## config.mk

```make
export PLATFORM = sky130hd
export DESIGN_NAME = muldiv_seq
export DESIGN_NICKNAME = d
export VERILOG_FILES = /design/src/rtl/muldiv_seq.sv
export SDC_FILE = /design/constraint.sdc
export NUM_CORES = 1
export LEC_CHECK = 0
export CAP_MARGIN = 20
export CORE_AREA = 2 2 153 155
export DETAILED_ROUTE_END_ITERATION = 12
export DIE_AREA = 0 0 155 157
export GPL_TIMING_DRIVEN = 0
export PLACE_DENSITY = 0.72
export SETUP_SLACK_MARGIN = 0.5
export SYNTH_ARGS = -nofsm -noshare
export SYNTH_HDL_FRONTEND = slang
export SYNTH_SLANG_ARGS = --single-unit
```

## constraint.sdc

```tcl
create_clock -name clk -period 6.5 [get_ports clk]
set_input_delay 1.3 -clock clk [delete_from_list [all_inputs] [get_ports clk]]
set_output_delay 1.3 -clock clk [all_outputs]
set_load 0.1 [all_outputs]
```

## src/rtl/muldiv_seq.sv

```systemverilog
// Iterative unsigned multiply/divide sequencer that borrows the shared EX-stage ALU
// for its add/subtract steps; results land in the HI/LO registers.
//
//   state | meaning
//   IDLE  | waiting for start; ALU driven with idle values
//   RUN   | one shift-add (multu) or restoring-subtract (divu) step per cycle
//   DONE  | result final in hi/lo; done pulses for this single cycle
module muldiv_seq #(
  parameter int         WIDTH    = 32,
  parameter logic [3:0] FUNC_ADD = 4'b0010,
  parameter logic [3:0] FUNC_SUB = 4'b1010
) (
  input  logic             clk,
  input  logic             rst_n,
  input  logic             start,
  input  logic             op,
  input  logic [WIDTH-1:0] src_a,
  input  logic [WIDTH-1:0] src_b,
  output logic [WIDTH-1:0] alu_in1,
  output logic [WIDTH-1:0] alu_in2,
  output logic [3:0]       alu_func,
  input  logic [WIDTH-1:0] alu_out,
  output logic             busy,
  output logic             done,
  output logic [WIDTH-1:0] hi,
  output logic [WIDTH-1:0] lo
);

  localparam int CW = $clog2(WIDTH);
  localparam logic [CW-1:0] LAST = CW'(WIDTH - 1);

  typedef enum logic [1:0] {IDLE, RUN, DONE} state_t;

  state_t           state, state_nxt;
  logic [CW-1:0]    cnt;
  logic [WIDTH-1:0] hi_q, lo_q, opnd;
  logic             op_q;
  logic [WIDTH-1:0] sh;
  logic             ge, carry;

  always_ff @(posedge clk or negedge rst_n) begin
    if (!rst_n) begin
      state <= IDLE;
      cnt   <= '0;
      hi_q  <= '0;
      lo_q  <= '0;
      opnd  <= '0;
      op_q  <= 1'b0;
    end else begin
      state <= state_nxt;
      if (state == IDLE && start) begin
        op_q <= op;
        opnd <= op ? src_b : src_a;
        hi_q <= '0;
        lo_q <= op ? src_a : src_b;
        cnt  <= '0;
      end else if (state == RUN) begin
        cnt <= cnt + CW'(1);
        if (op_q) begin
          hi_q <= ge ? alu_out : sh;
          lo_q <= {lo_q[WIDTH-2:0], ge};
        end else begin
          hi_q <= {carry, alu_out[WIDTH-1:1]};
          lo_q <= {alu_out[0], lo_q[WIDTH-1:1]};
        end
      end
    end
  end

  // Carry out of the ALU add is recovered by the wrap-around compare, since the ALU has no carry flag.
  always_comb begin
    sh        = {hi_q[WIDTH-2:0], lo_q[WIDTH-1]};
    ge        = hi_q[WIDTH-1] | (sh >= opnd);
    carry     = (alu_out < hi_q);
    alu_in1   = '0;
    alu_in2   = '0;
    alu_func  = FUNC_ADD;
    state_nxt = state;
    case (state)
      IDLE: if (start) state_nxt = RUN;
      RUN: begin
        if (op_q) begin
          alu_in1  = sh;
          alu_in2  = opnd;
          alu_func = FUNC_SUB;
        end else begin
          alu_in1 = hi_q;
          alu_in2 = lo_q[0] ? opnd : '0;
        end
        if (cnt == LAST) state_nxt = DONE;
      end
      DONE:    state_nxt = IDLE;
      default: state_nxt = IDLE;
    endcase
  end

  assign busy = (state == RUN);
  assign done = (state == DONE);
  assign hi   = hi_q;
  assign lo   = lo_q;

endmodule

```

==> flow_metrics.tcl, run 1 <==
set metrics [dict create \
    ys_seq_area_share_pct 33.42 \
    path_max_fanout 10 \
    synth-simple-area-share_pct 11.73 \
    pin_count 234 \
    grt_overflow_total 0 \
    worst_pin_slew_ns 1.078 \
    arrival_ns 3.91 \
    synth_top_family_by_area "multiplexers" \
    ys.warnings.count 0 \
    cts.sinks 104 \
    nNetsFinal 1299 \
    setup-tns-final_ns 0 \
    numCtsBuffers 9 \
    port_buffers 229 \
    synth_area_leaders "dfrtp_1, mux2i_1, ha_1" \
    final_hold_viol_count 0 \
    synth_top_area_cell "dfrtp_1" \
    route.vias.total 7463 \
    mostFrequentLayoutCell "clkdlybuf4s50_1" \
    drt_iter0_drc 436 \
    cts_setup_buffers 0 \
    layout_common_cells "clkdlybuf4s50_1, mux2i_1, nor2_1, dfrtp_1, a21oi_1" \
    synthMuxAreaShare_pct 20.95 \
    vias_per_cell 5.241 \
    synth_flop_cell "dfrtp_1" \
    placementRows 55 \
    fin_skew_ns 0.006630 \
    setup_viol 0 \
    multi_input_area_mm2 0.004671 \
    async_flop_share_pct 100.0 \
    seq_area_mm2 0.002603 \
    grt_max_degree 64 \
    routed_wl_mm 26.91 \
    period_needed_ns 5.215 \
    htree_levels 3 \
    synth_edf_count 0 \
    cts_tree "yes" \
    drc 0 \
    status "finished, final reports clean" \
    clk_latency_ns 0.36 \
    cts_root_buf "clkbuf_16" \
    fill_cells 2161 \
    grt_pass1_vias 7544 \
    preCtsSetupSlack_ns 1.664 \
    slew_headroom_pct 27.89 \
    drt_pass1_iterations 5 \
    clk_path_buf_depth 2 \
    ctsResizeCount 0 \
    antenna_found_initial 0 \
    wl_per_cell_um 18.89 \
    die_y_um 157 \
    clk_pin_slew_ns 0.08 \
    slew_viol_final 0 \
    yosysTopAreaCellShare_pct 33.42 \
    grt_pass1_wl_mm 41.34 \
    syn_area_mm2 0.007787 \
    clock.fmax_ghz 0.1918 \
    ys_types 46 \
    start_util_pct 34.61 \
    core-area_mm2 0.02250 \
    final_layout_size_suffix_gt1_share_pct 5.356 \
    start_kind "register" \
    die-area_mm2 0.02434 \
    finalCritPeriodShare_pct 80.23 \
    synth-compound-area-share_pct 16.71 \
    min-delay-path-class "reg2reg" \
    synth-xor-area-share_pct 0 \
    grt_usage_pct 21.81 \
    synth_fa_ha_area_share_pct 10.44 \
    hold_buffers 0 \
    diodes 0 \
    die_w_um 155 \
    synth-seq-cells 104 \
    area_growth_pct 37.97 \
    cap_viol_max_count 0 \
    worst-setup-path-type "reg2out" \
    rsz0062_at_grt "no" \
    synth_cells 892 \
    fin_ws_ns 1.285 \
    dp.final_hpwl_mm 21.21 \
    syn_avg_cell_area_um2 8.730 \
    gp_congestion 0.8558 \
    end_kind "output port" \
    detail-route-antenna-nets 0 \
    required_ns 5.20 \
]
-- flip-flops by register name (all words and copies together), names as in the netlist --
register and cells:
opnd 32, lo 32, state 2, op_q 1, hi 32, cnt 5
-- cell type report --
type,instances,share of cell area [%]
Multi-Input combinational cell,661,43.47
Sequential cell,104,24.22
Timing Repair Buffer,230,21.57
Tap cell,285,3.319
Buffer,63,2.550
Inverter,65,2.271
Clock buffer,9,2.096
Clock inverter,7,0.5008
-- kinds of logic (layout without fill, tap and decap cells) --
kind of cell             after synthesis  count (layout)
multiplexers                         159             159
flip-flops                           104             104
AND/OR/NAND/NOR                      211             211
other                                  2               3
buffers and inverters                128             374
AO/OA/AOI/OAI                        223             223
adder cells (fa/ha/maj)               65              65
-- layer usage --
layer,vias to the layer above,track usage (%),part of all wire (%)
li1,3649,-,-
met3,41,3.689,4.9
met5,-,0,0
met4,0,7.407,2.6
met1,3560,28.49,46
met2,213,36.68,47
-- critical path, stage by stage (launching register included) --
cell	delay, ns
dfrtp_1	0.33
clkbuf_1	0.34
buf_1	0.69
buf_1	0.67
mux2i_1	0.21
nor2_1	0.16
clkdlybuf4s50_1	1.15
-- per-stage QoR --
stage / area (µm²) / hold WS [ns] / cells / util (%)
2_1_floorplan: 7791 / 0.4502 / 893 / -
3_3_place_gp: 10440 / 0.4722 / 1407 / 46.39
3_5_place_dp: 10470 / 0.4831 / 1408 / 46.51
4_1_cts: 10740 / 0.4950 / 1424 / 47.75
5_1_grt: 10740 / 0.5261 / 1424 / 47.75
6_report: 10740 / 0.5085 / 1424 / 47.75
-- path summary, 6_finish.rpt --
kind / slack (ns) / cells after the start / endpoint / startpoint
max in group asynchronous: 4.76 / 2 / lo[16]$_DFFE_PN0P_ / rst_n
worst min-delay path: 0.51 / 1 / cnt[2]$_DFFE_PN0P_ / cnt[2]$_DFFE_PN0P_
worst max register to register: 3.50 / 9 / hi[11]$_DFFE_PN0P_ / hi[9]$_DFFE_PN0P_
min in group asynchronous: 1.04 / 1 / hi[10]$_DFFE_PN0P_ / rst_n
worst max-delay path: 1.29 / 6 / alu_in1[4] / op_q$_DFFE_PN0P_
worst min register to register: 0.51 / 1 / cnt[2]$_DFFE_PN0P_ / cnt[2]$_DFFE_PN0P_
-- cell usage after synthesis, types with 2 or more instances --
| cell | instances |
|---|---|
| and4_1 | 3 |
| o21bai_1 | 2 |
| a22oi_1 | 32 |
| nand3_1 | 4 |
| buf_1 | 10 |
| mux2_2 | 32 |
| dfrtp_1 | 104 |
| buf_2 | 3 |
| buf_6 | 3 |
| nand2_1 | 45 |
| a2111oi_0 | 2 |
| nor3b_1 | 4 |
| nor3_1 | 32 |
| nor2b_1 | 2 |
| conb_1 | 2 |
| o21ai_1 | 28 |
| a21o_1 | 7 |
| a221oi_1 | 2 |
| nand2b_1 | 2 |
| a22o_1 | 2 |
| nor2_1 | 105 |
| and2_1 | 2 |
| inv_1 | 64 |
| a211oi_1 | 2 |
| ha_1 | 65 |
| buf_4 | 3 |
| mux2i_1 | 127 |
| o21ai_0 | 51 |
| clkbuf_1 | 44 |
| and3_1 | 2 |
| nand4_1 | 8 |
| a21oi_1 | 84 |
Power of run 1 is not shown: default switching activity piles up to over one toggle a cycle in this logic, so the estimate is an artifact.
==> run 2: changes to the inputs <==
--- a/config.mk
+++ b/config.mk
@@ -10,7 +10,7 @@
 export DETAILED_ROUTE_END_ITERATION = 12
 export DIE_AREA = 0 0 155 157
 export GPL_TIMING_DRIVEN = 0
-export PLACE_DENSITY = 0.72
+export PLACE_DENSITY = 0.74
 export SETUP_SLACK_MARGIN = 0.5
 export SYNTH_ARGS = -nofsm -noshare
 export SYNTH_HDL_FRONTEND = slang
==> constraint.sdc (replaced) <==
create_clock -name clk -period 4.5 [get_ports clk]
set_input_delay 0.9 -clock clk [delete_from_list [all_inputs] [get_ports clk]]
set_output_delay 0.9 -clock clk [all_outputs]
set_load 0.1 [all_outputs]
==> run 2 against run 1 <==
Net effect:
- routed wire length down 0.39%
- non-clock buffer count unchanged
- register-to-register slack worse by 2.1 ns
- clock skew up 0.0047 ns
- worst hold slack worse by 0.00080 ns
==> flow_metrics.tcl, run 2 (synthesized netlist as in run 1, its figures left out) <==
set metrics [dict create \
    nNetsFinal 1299 \
    wl_per_cell_um 18.81 \
    die_y_um 157 \
    worst-setup-path-type "reg2out" \
    clock.fmax_ghz 0.2555 \
    drc 0 \
    arrival_ns 3.01 \
    vias_per_cell 5.291 \
    cts.sinks 104 \
    cts_tree "yes" \
    area_growth_pct 38.24 \
    drt_iter0_drc 369 \
    gp_congestion 0.8367 \
    final_layout_size_suffix_gt1_share_pct 8.780 \
    grt_overflow_total 0 \
    min-delay-path-class "reg2reg" \
    slew_headroom_pct 29.28 \
    grt_pass1_vias 7563 \
    final_design_area_no_fill_mm2 0.01077 \
    cap_viol_max_count 0 \
    drt_pass1_iterations 5 \
    cts_setup_buffers 0 \
    clk_path_buf_depth 2 \
    rsz0062_at_grt "yes" \
    end_kind "output port" \
    final_hold_viol_count 0 \
    numCtsBuffers 9 \
    hold_buffers 0 \
    post_dp_cell_area_mm2 0.01047 \
    multi_input_area_mm2 0.004671 \
    seq_area_mm2 0.002603 \
    hold_ws_ns 0.5077 \
    start_util_pct 34.61 \
    routed_wl_mm 26.80 \
    slew_viol_final 0 \
    dp.final_hpwl_mm 21.25 \
    die_w_um 155 \
    start_kind "register" \
    finalCritPeriodShare_pct 86.98 \
    grt_pass1_wl_mm 41.44 \
    grt_usage_pct 21.84 \
    clk_pin_slew_ns 0.07 \
    core-area_mm2 0.02250 \
    route.vias.total 7539 \
    fill_cells 2160 \
    mostFrequentLayoutCell "clkdlybuf4s50_1" \
    setup-tns-final_ns 0 \
    antenna_found_initial 0 \
    detail-route-antenna-nets 0 \
    cts_root_buf "clkbuf_16" \
    layout_common_cells "clkdlybuf4s50_1, mux2i_1, nor2_1, dfrtp_1, a21oi_1" \
    period_needed_ns 3.914 \
    grt_max_degree 66 \
    die-area_mm2 0.02434 \
    htree_levels 3 \
    fin_skew_ns 0.01128 \
    status "finished, final reports clean" \
    pin_count 234 \
    required_ns 3.60 \
    worst_pin_slew_ns 1.065 \
    setup_viol 0 \
    port_buffers 229 \
    clk_latency_ns 0.36 \
    path_max_fanout 10 \
    placementRows 55 \
]
## run 2: cell types whose count changed in the layout (fill, tap and decap cells not counted), sizes merged, moves of 3 or more
cell and change:
dlygate4sd2 +28, clkdlybuf4s15 +32, clkdlybuf4s50 -64, buf -3, clkbuf +6
## run 2: cell type report
cell class | count | share of cell area, %
multi-input cells | 661 | 43.39
inverters | 65 | 2.266
well taps | 285 | 3.312
flip-flops and latches | 104 | 24.17
repair buffers | 230 | 21.44
plain buffers | 63 | 2.603
clock inverters | 7 | 0.6974
clock buffers | 9 | 2.092
diodes | 1 | 0.02325
## run 2: worst paths after layout
check	end	slack (ns)	startpoint	cells after the start
min in group asynchronous	hi[10]$_DFFE_PN0P_	0.54	rst_n	1
max in group asynchronous	lo[3]$_DFFE_PN0P_	3.21	rst_n	2
hold / removal	cnt[2]$_DFFE_PN0P_	0.51	cnt[2]$_DFFE_PN0P_	1
hold reg to reg	cnt[2]$_DFFE_PN0P_	0.51	cnt[2]$_DFFE_PN0P_	1
setup reg to reg	hi[29]$_DFFE_PN0P_	1.41	hi[9]$_DFFE_PN0P_	9
setup / recovery	alu_in2[22]	0.59	op_q$_DFFE_PN0P_	6
## run 2: critical path: stages, from the launching register on
cell and delay, ns:
dfrtp_1 0.33, clkbuf_1 0.35, buf_2 0.39, nor2_1 0.18, clkbuf_1 0.24, nor3_1 0.27
dlygate4sd2_1 0.90
## run 2: per-stage QoR
step / util (%) / setup WS [ns] / cells
floorplan: - / 0.1920 / 893
global placement: 46.39 / -1.693 / 1407
detailed placement: 46.51 / 0.07628 / 1408
CTS: 47.85 / 0.5019 / 1424
global route: 47.83 / 0.4975 / 1424
finish: 47.84 / 0.5860 / 1425
## run 2: metal layers
layer	track usage (%)	part of all wire (%)	up-vias
met2	36.30	47	236
met3	4.295	5.7	34
met4	7.231	2.6	0
met1	28.58	45	3627
li1	-	-	3642
met5	0	0	-
## run 2: repair_timing
action / 4_1_cts / 5_1_grt
cloned: 0 / 0
resized for setup: 130 / 13
endpoints found under the setup margin: 64 / 11
Power of run 2 is left out for the same reason.
==> run 3: changes to the inputs <==
==> constraint.sdc (replaced) <==
create_clock -name clk -period 4.5 [get_ports clk]
set_input_delay 0.9 -clock clk [delete_from_list [all_inputs] [get_ports clk]]
set_output_delay 0.9 -clock clk [all_outputs]
set_load 0.05 [all_outputs]
==> run 3 against run 2 <==
Net effect:
- sequential share of layout area barely moved
- first-iteration DRC count fell by 6.0%
- non-clock buffer count unchanged
- clock skew increased by 0.0014 ns
- flip-flop and latch count is the same
- worst setup slack better by 0.028 ns
- critical path type unchanged
- core utilization is 0.078 points higher
- via count hardly changed
- routed wire length up 0.15%
==> flow_metrics.tcl, run 3 (synthesized netlist as in run 1, its figures left out) <==
set metrics [dict create \
    path_buf_inv 4 \
    drt_pass1_iterations 5 \
    required_ns 3.60 \
    grt_pass1_wl_mm 41.47 \
    slew_viol_final 0 \
    end_kind "output port" \
    status "finished, final reports clean" \
    layout_common_cells "clkdlybuf4s50_1, mux2i_1, nor2_1, dfrtp_1, a21oi_1" \
    startpoint "op_q$_DFFE_PN0P_" \
    finalCritPeriodShare_pct 86.36 \
    arrival_ns 2.99 \
    final_design_area_no_fill_mm2 0.01078 \
    nNetsFinal 1299 \
    core-area_mm2 0.02250 \
    clk_latency_ns 0.37 \
    gp_congestion 0.8367 \
    vias_per_cell 5.299 \
    worst-setup-path-type "reg2out" \
    grt_max_degree 66 \
    clk_path_buf_depth 2 \
    numCtsBuffers 9 \
    hold_buffers 0 \
    slew_headroom_pct 49.48 \
    final_layout_size_suffix_gt1_share_pct 6.146 \
    cts_tree "yes" \
    min-delay-path-class "reg2reg" \
    critPathMaxStageDelay_ns 0.90 \
    post_dp_cell_area_mm2 0.01047 \
    reg2reg_from "hi[9]$_DFFE_PN0P_" \
    antenna_found_initial 0 \
    htree_levels 3 \
    rrSetupSlack_ns 1.41 \
    die-area_mm2 0.02434 \
    wl_per_cell_um 18.85 \
    rsz0062_at_grt "no" \
    pin_count 234 \
    seq_area_mm2 0.002603 \
    start_util_pct 34.61 \
    r2r_end "hi[29]$_DFFE_PN0P_" \
    cp_top_family "buffers and inverters" \
    die_y_um 157 \
    path_max_fanout 10 \
    placementRows 55 \
    routed_wl_mm 26.84 \
    cts_root_buf "clkbuf_16" \
    start_kind "register" \
    cpMostUsedCell "clkbuf_1" \
    cp.depth 6 \
    drt_iter0_drc 347 \
    die_w_um 155 \
    worstPathCellList "clkbuf_1 > buf_2 > nor2_1 > clkbuf_1 > nor3_1 > clkdlybuf4s50_1" \
    port_buffers 229 \
    fin_skew_ns 0.01271 \
    fill_cells 2144 \
    setup_viol 0 \
    period_needed_ns 3.886 \
    dp.final_hpwl_mm 21.25 \
    grt_pass1_vias 7593 \
    detail-route-antenna-nets 0 \
    grt_usage_pct 21.85 \
    drc 0 \
    final_hold_viol_count 0 \
    route.vias.total 7546 \
    fin_util_pct 47.92 \
    crit_slowest_cell "clkdlybuf4s50_1" \
    critPathCapture "alu_in2[16]" \
    area_growth_pct 38.46 \
    clk_pin_slew_ns 0.09 \
    grt_overflow_total 0 \
    mostFrequentLayoutCell "clkdlybuf4s50_1" \
    multi_input_area_mm2 0.004671 \
    clock.fmax_ghz 0.2573 \
    worst_pin_slew_ns 0.7578 \
    cts.sinks 104 \
    cap_viol_max_count 0 \
    r2r_cells 9 \
    diodes 0 \
]
-- run 3: repair_timing --
| item | CTS | global route |
|---|---|---|
| resized for setup | 9 | 5 |
| endpoints found under the setup margin | 60 | 13 |
| buffers inserted | 0 | 0 |
| pin swaps | 0 | 0 |
| cloned | 0 | 0 |
-- run 3: worst min-delay path by stage --
stage	from	endpoint	slack [ns]	depth (start not counted)
2_1_floorplan	cnt[3]$_DFFE_PN0P_	cnt[3]$_DFFE_PN0P_	0.45	1
3_3_place_gp	cnt[3]$_DFFE_PN0P_	cnt[3]$_DFFE_PN0P_	0.47	1
3_5_place_dp	cnt[3]$_DFFE_PN0P_	cnt[3]$_DFFE_PN0P_	0.49	1
4_1_cts	cnt[2]$_DFFE_PN0P_	cnt[2]$_DFFE_PN0P_	0.51	1
5_1_grt	cnt[3]$_DFFE_PN0P_	cnt[3]$_DFFE_PN0P_	0.53	1
6_report	cnt[3]$_DFFE_PN0P_	cnt[3]$_DFFE_PN0P_	0.51	1
-- run 3: layout make-up --
class	count	area share (%)
multi-input cells	661	43.32
flip-flops and latches	104	24.14
repair buffers	230	21.55
well taps	285	3.307
plain buffers	63	2.646
inverters	65	2.263
clock buffers	9	2.089
clock inverters	7	0.6962
-- run 3: per-stage QoR --
| step | hold slack [ns] | setup slack [ns] | std cells | setup TNS, ns |
|---|---|---|---|---|
| 4_1_cts | 0.5063 | 0.5114 | 1424 | 0 |
| 6_report | 0.5148 | 0.6138 | 1424 | 0 |
| 5_1_grt | 0.5318 | 0.5074 | 1424 | 0 |
| 3_3_place_gp | 0.4747 | -1.693 | 1407 | -174.52 |
| 2_1_floorplan | 0.4502 | 1.253 | 893 | 0 |
| 3_5_place_dp | 0.4940 | 0.4078 | 1408 | 0 |
-- run 3: metal layers --
layer,wire [µm],vias to the layer above,global-route usage [%]
met5,0,-,0
met4,783,0,7.584
met3,1608,39,4.295
met2,12460,246,36.15
met1,11980,3622,28.58
li1,-,3639,-
Power of run 3 is left out for the same reason.
